File: config.mk
export PLATFORM = sky130hd
export DESIGN_NAME = lc3_operand_fetch
export DESIGN_NICKNAME = d
export VERILOG_FILES = /design/src/rtl/lc3_pkg.sv /design/src/rtl/lc3_regfile.sv /design/src/rtl/lc3_operand_fetch.sv
export SDC_FILE = /design/constraint.sdc
export NUM_CORES = 1
export LEC_CHECK = 0
export BUFFER_PORTS_ARGS = -buffer_cell sky130_fd_sc_hd__buf_2
export CELL_PAD_IN_SITES_DETAIL_PLACEMENT = 0
export CELL_PAD_IN_SITES_GLOBAL_PLACEMENT = 1
export CORE_MARGIN = 3
export CORE_UTILIZATION = 49
export CTS_BUF_LIST = sky130_fd_sc_hd__clkbuf_4 sky130_fd_sc_hd__clkbuf_8
export DETAILED_ROUTE_END_ITERATION = 10
export PLACE_DENSITY_LB_ADDON = 0.1
export SYNTH_ARGS = -nofsm -noshare
export SYNTH_HDL_FRONTEND = slang
export SYNTH_SLANG_ARGS = --single-unit
File: constraint.sdc
create_clock -name clk -period 2.15 [get_ports clk]
set_input_delay 0.43 -clock clk [delete_from_list [all_inputs] [get_ports clk]]
set_output_delay 0.43 -clock clk [all_outputs]
set_load 0.01 [all_outputs]
File: src/rtl/lc3_pkg.sv
// Shared LC-3 definitions: widths, opcodes, instruction field positions and
// the imm5 sign-extension helper.
package lc3_pkg;

  localparam int DATA_W    = 16;
  localparam int REG_IDX_W = 3;
  localparam int NREG      = 8;

  localparam logic [3:0] OP_BR   = 4'b0000;
  localparam logic [3:0] OP_ADD  = 4'b0001;
  localparam logic [3:0] OP_LD   = 4'b0010;
  localparam logic [3:0] OP_ST   = 4'b0011;
  localparam logic [3:0] OP_JSR  = 4'b0100;
  localparam logic [3:0] OP_AND  = 4'b0101;
  localparam logic [3:0] OP_LDR  = 4'b0110;
  localparam logic [3:0] OP_STR  = 4'b0111;
  localparam logic [3:0] OP_RTI  = 4'b1000;
  localparam logic [3:0] OP_NOT  = 4'b1001;
  localparam logic [3:0] OP_LDI  = 4'b1010;
  localparam logic [3:0] OP_STI  = 4'b1011;
  localparam logic [3:0] OP_JMP  = 4'b1100;
  localparam logic [3:0] OP_RES  = 4'b1101;
  localparam logic [3:0] OP_LEA  = 4'b1110;
  localparam logic [3:0] OP_TRAP = 4'b1111;

  localparam int OPC_HI  = 15;
  localparam int DR_HI   = 11;
  localparam int SR1_HI  = 8;
  localparam int IMM_BIT = 5;
  localparam int SR2_HI  = 2;

  function automatic logic [DATA_W-1:0] sext_imm5(input logic [4:0] f);
    return {{(DATA_W-5){f[4]}}, f};
  endfunction

endpackage

File: src/rtl/lc3_regfile.sv
// 8-entry register file: two combinational read ports, one write port.
// Reads return the stored value only; forwarding is the caller's job.
module lc3_regfile
  import lc3_pkg::*;
#(
  parameter int W = DATA_W
) (
  input  logic                 clk,
  input  logic                 rst_n,
  input  logic [REG_IDX_W-1:0] rd1_idx,
  output logic [W-1:0]         rd1_data,
  input  logic [REG_IDX_W-1:0] rd2_idx,
  output logic [W-1:0]         rd2_data,
  input  logic                 wr_en,
  input  logic [REG_IDX_W-1:0] wr_idx,
  input  logic [W-1:0]         wr_data
);

  logic [NREG-1:0][W-1:0] regs_q, regs_d;

  always_comb begin
    regs_d = regs_q;
    if (wr_en) regs_d[wr_idx] = wr_data;
  end

  always_ff @(posedge clk or negedge rst_n) begin
    if (!rst_n) regs_q <= '0;
    else        regs_q <= regs_d;
  end

  assign rd1_data = regs_q[rd1_idx];
  assign rd2_data = regs_q[rd2_idx];

endmodule

File: src/rtl/lc3_operand_fetch.sv
// LC-3 decode/operand-fetch stage: captures an instruction, reads SR1/SR2 with
// writeback bypass, and holds the operand bundle in a one-entry valid/ready slot.
module lc3_operand_fetch
  import lc3_pkg::*;
#(
  parameter int DATA_W = lc3_pkg::DATA_W,
  parameter int NREG   = lc3_pkg::NREG
) (
  input  logic                 clk,
  input  logic                 rst_n,
  input  logic                 ir_valid,
  input  logic [15:0]          ir,
  output logic                 ir_ready,
  output logic                 op_valid,
  input  logic                 op_ready,
  output logic [3:0]           opcode,
  output logic [2:0]           dr,
  output logic [DATA_W-1:0]    sr1_val,
  output logic [DATA_W-1:0]    sr2_val,
  output logic [DATA_W-1:0]    imm5_sext,
  output logic                 sr2_sel,
  input  logic                 wb_en,
  input  logic [2:0]           wb_dr,
  input  logic [DATA_W-1:0]    wb_data
);

  logic              op_valid_q, op_valid_d;
  logic [3:0]        opcode_q, opcode_d;
  logic [2:0]        dr_q, dr_d;
  logic [2:0]        sr1_idx_q, sr1_idx_d;
  logic [2:0]        sr2_idx_q, sr2_idx_d;
  logic [DATA_W-1:0] sr1_val_q, sr1_val_d;
  logic [DATA_W-1:0] sr2_val_q, sr2_val_d;
  logic [DATA_W-1:0] imm_q, imm_d;
  logic              sr2_sel_q, sr2_sel_d;

  logic [2:0]        ir_sr1, ir_sr2;
  logic [DATA_W-1:0] rf_rd1, rf_rd2;
  logic              capture, held;

  assign ir_sr1 = ir[SR1_HI -: 3];
  assign ir_sr2 = ir[SR2_HI -: 3];

  lc3_regfile #(.W(DATA_W)) u_regfile (
    .clk      (clk),
    .rst_n    (rst_n),
    .rd1_idx  (ir_sr1),
    .rd1_data (rf_rd1),
    .rd2_idx  (ir_sr2),
    .rd2_data (rf_rd2),
    .wr_en    (wb_en),
    .wr_idx   (wb_dr),
    .wr_data  (wb_data)
  );

  assign ir_ready = !op_valid_q || op_ready;
  assign capture  = ir_valid && ir_ready;
  assign held     = op_valid_q && !op_ready;

  always_comb begin
    op_valid_d = op_valid_q;
    opcode_d   = opcode_q;
    dr_d       = dr_q;
    sr1_idx_d  = sr1_idx_q;
    sr2_idx_d  = sr2_idx_q;
    sr1_val_d  = sr1_val_q;
    sr2_val_d  = sr2_val_q;
    imm_d      = imm_q;
    sr2_sel_d  = sr2_sel_q;

    if (capture) begin
      op_valid_d = 1'b1;
      opcode_d   = ir[OPC_HI -: 4];
      dr_d       = ir[DR_HI -: 3];
      sr1_idx_d  = ir_sr1;
      sr2_idx_d  = ir_sr2;
      sr1_val_d  = (wb_en && wb_dr == ir_sr1) ? wb_data : rf_rd1;
      sr2_val_d  = (wb_en && wb_dr == ir_sr2) ? wb_data : rf_rd2;
      imm_d      = sext_imm5(ir[4:0]);
      sr2_sel_d  = ir[IMM_BIT];
    end else if (held) begin
      // Keep the stalled bundle coherent with writebacks landing behind it.
      if (wb_en && wb_dr == sr1_idx_q) sr1_val_d = wb_data;
      if (wb_en && wb_dr == sr2_idx_q) sr2_val_d = wb_data;
    end else if (op_valid_q && op_ready) begin
      op_valid_d = 1'b0;
    end
  end

  always_ff @(posedge clk or negedge rst_n) begin
    if (!rst_n) begin
      op_valid_q <= 1'b0;
      opcode_q   <= '0;
      dr_q       <= '0;
      sr1_idx_q  <= '0;
      sr2_idx_q  <= '0;
      sr1_val_q  <= '0;
      sr2_val_q  <= '0;
      imm_q      <= '0;
      sr2_sel_q  <= 1'b0;
    end else begin
      op_valid_q <= op_valid_d;
      opcode_q   <= opcode_d;
      dr_q       <= dr_d;
      sr1_idx_q  <= sr1_idx_d;
      sr2_idx_q  <= sr2_idx_d;
      sr1_val_q  <= sr1_val_d;
      sr2_val_q  <= sr2_val_d;
      imm_q      <= imm_d;
      sr2_sel_q  <= sr2_sel_d;
    end
  end

  assign op_valid  = op_valid_q;
  assign opcode    = opcode_q;
  assign dr        = dr_q;
  assign sr1_val   = sr1_val_q;
  assign sr2_val   = sr2_val_q;
  assign imm5_sext = imm_q;
  assign sr2_sel   = sr2_sel_q;

endmodule

==> flow_summary.toml <==
[final_layout]
multiInputGateArea_um2 = 4320
seq_area_um2 = 4430
drive_above_1_share_pct = 52.2
area_growth_pct = 13.7
fill_cells = 1468
finish.utilization_pct = 57.4
fin_nets = 749
antennaDiodeCount = 0

[sta]
max_slew_margin_pct = 45.7
worst_pin_slew_ns = 0.797
hold_viol_final = 0
drv_slew = 0
setup_tns_ns = 0
fmax_mhz = 533
rsz0062_at_grt = "no"
setup_viol = 0
whs_ns = 0.158
period_minus_slack_ns = 1.87
skew_ns = 0.00964
timing.final.crit_share_pct = 87.2
setup_ws_ns = 0.276

[synthesis]
synth_enable_flop_cells = 0
async_reset_ff_share_pct = 100
avgSynthCellArea_um2 = 14.7
syn_area_um2 = 9200
synthCells = 627
ys_seq_elements = 177
synth.top_cell.area_share_pct = 48.2
ys_seq_area_share_pct = 48.2
yosysWarnings = 0
syn_nets = 667
yosys-top-cells-area = "dfrtp_1 (48%), mux4_2 (16%), mux2_2 (14%)"
synthDistinctLibCells = 32
synthFlopType = "dfrtp_1"
synth_top_cell_by_area = "dfrtp_1"

[setup_path]
worstRegToRegCells = 4
critPathRequiredTime_ns = 2.55
slowest_stage = "mux2i_4"
path_max_fanout = 16
cp-start-kind = "register"
critical_path.top_delay_family = "multiplexers"
end_kind = "register"
slowest_delay_ns = 0.71
path_class = "register to register"
arrival_ns = 2.27
r2r_slack_ns = 0.28
r2r-end = "sr1_val[3]$_DFFE_PN0P_"
path_cells = "nand2b_1 -> and2_2 -> mux2i_4 -> o221a_2"
r2r_start = "op_valid$_DFFE_PN0P_"
cp_num_buf_inv = 0

[floorplanning]
die-area_um2 = 20500
fp.coreArea_um2 = 18200
initial_core_util_pct = 50.5
fp.dieH_um = 143
placementRows = 49
floorplan.io_pins = 98
die_w_um = 143

[pwr]
ir_drop_v = 0.000489
power_switching_w = 0.00270
pwr-share-seq_pct = 48.4
pwr-share-clk_pct = 26.9
power.leakage_nw = 4.53
internal-power_w = 0.00678
power_density_nw_per_um2 = 906
swShare_pct = 28.5
p_comb_share_pct = 24.8

[placement]
pre_cts_ws_ns = 0.0173
gp_congestion = 0.799
io_buffers = 97
hpwl_um = 14900

[cts]
numCtsBuffers = 17
clk_pin_slew_ns = 0.09
root_buffer = "clkbuf_8"
htree_levels = 4
hold_buffers = 1
cts_setup_buffers = 0
post_cts_resized = 0
clock-sinks = 177
cts_tree = "built"
cts_buffer_depth = 2
clk_latency_ns = 0.46

[grt]
overflow = 0
grt_pass1_vias = 6261
grt_util_all_layers_pct = 23.8
grt_pass1_wl_um = 36500
antenna_found_initial = 0
grt_max_degree = 63

[hold_path]
hold_depth = 3
min_from = "ir[3]"
min_to = "imm5_sext[3]$_DFFE_PN0P_"
hp-class = "primary input to register"

[route]
vias = 5786
drc = 0
totalWireLength_um = 23300
ant_nets = 0
vias_per_cell = 6.08
wl_per_cell_um = 24.5
drt_pre_antenna_iters = 4
drtIter0Drc = 321

[status]
status = "finished, final reports clean"

[job]
maxCapViolCount = 0
-- sequential cells by signal (all words and copies together) (netlist names) --
register          cells
u_regfile.regs_q    128
sr1_val              16
sr2_val              16
opcode                4
dr                    3
imm5_sext             3
sr1_idx_q             3
sr2_idx_q             2
op_valid              1
sr2_sel               1
-- how the worst max path moves through the flow --
stage                         start                      end  slack (ns)  depth (start not counted)
2_1_floorplan                 ir[1]   sr2_val[0]$_DFFE_PN0P_        0.35                          6
3_3_place_gp               wb_dr[2]   sr1_val[3]$_DFFE_PN0P_        0.08                          5
3_5_place_dp               wb_dr[2]   sr1_val[3]$_DFFE_PN0P_        0.02                          5
4_1_cts        op_valid$_DFFE_PN0P_   sr1_val[3]$_DFFE_PN0P_        0.25                          4
5_1_grt        op_valid$_DFFE_PN0P_  sr1_val[12]$_DFFE_PN0P_        0.14                          4
6_report       op_valid$_DFFE_PN0P_   sr1_val[3]$_DFFE_PN0P_        0.28                          4
-- metrics by stage --
| step | cell area [um^2] | std cells | total power, W |
|---|---|---|---|
| floorplan | 9200 | 627 | 0.00622 |
| global placement | 10000 | 918 | 0.00688 |
| CTS | 10500 | 951 | 0.00956 |
| detailed placement | 10000 | 918 | 0.00701 |
| global route | 10500 | 951 | 0.00999 |
| finish | 10500 | 951 | 0.00948 |
-- worst register-to-register path, cell delays in order, from the launching register on --
cell and delay [ns]:
dfrtp_1 0.40, nand2b_1 0.13, and2_2 0.24, mux2i_4 0.71, o221a_2 0.34
-- kinds of logic (layout without fill, tap and decap cells) --
group | after synthesis | after routing | synth area share (%)
xor gates and xnor gates | 12 | 12 | 1.14
DFF | 177 | 177 | 48.2
buffers and inverters | 74 | 169 | 4.87
and+or+nand+nor | 107 | 107 | 6.72
AOI/OAI and AO/OA | 32 | 32 | 3.92
muxes | 225 | 225 | 35.2
-- cell type report --
type / instances / share of cell area (%)
well taps: 229 / 2.74
clock inverters: 13 / 1.77
clock buffers: 19 / 2.50
flip-flops and latches: 177 / 42.4
repair buffers: 137 / 9.27
multi-input cells: 376 / 41.3
-- power by group through the flow --
stage / registers (W) / clock network [W] / logic, W
final: 0.00458 / 0.00254 / 0.00235
after global routing: 0.00467 / 0.00277 / 0.00255
after CTS: 0.00457 / 0.00261 / 0.00238
after detailed placement: 0.00463 / 0 / 0.00238
after global placement: 0.00457 / 0 / 0.00231
after floorplan: 0.00455 / 0 / 0.00167
-- layout by cell type (no fill, tap or decap), drive strengths merged, types with 2 or more instances in the layout --
cell      instances
xnor2             6
clkbuf           19
nor3              2
nor4              2
mux2i            33
mux4             64
nand2b            4
nand4b            3
nand3            31
and4              2
o221a            32
nand4             3
nand2            53
xor2              6
buf             136
dfrtp           177
bufinv            4
clkinvlp          2
clkinv            7
nor3b             2
mux2            128
or2               2
-- synth_stat cells (2+ instances only) --
master / n
and4_4: 2
buf_1: 21
buf_2: 12
buf_4: 21
buf_6: 10
clkbuf_1: 9
dfrtp_1: 177
mux2_1: 10
mux2_2: 118
mux2i_1: 31
mux2i_4: 2
mux4_2: 64
nand2_1: 53
nand2b_1: 3
nand3_1: 31
nand4_1: 2
nand4b_2: 3
nor3b_4: 2
nor4_4: 2
o221a_1: 21
o221a_2: 11
or2_1: 2
xnor2_1: 6
xor2_1: 6
-- per-layer routing --
layer | wire, um | GRT usage (%) | vias up
met5 | 0 | 0 | -
met4 | 293 | 6.55 | 0
met3 | 1030 | 3.85 | 22
met2 | 11500 | 39.2 | 166
met1 | 10500 | 33.3 | 3083
li1 | - | - | 2515
Note: power is estimated with default switching activity, not from simulation.
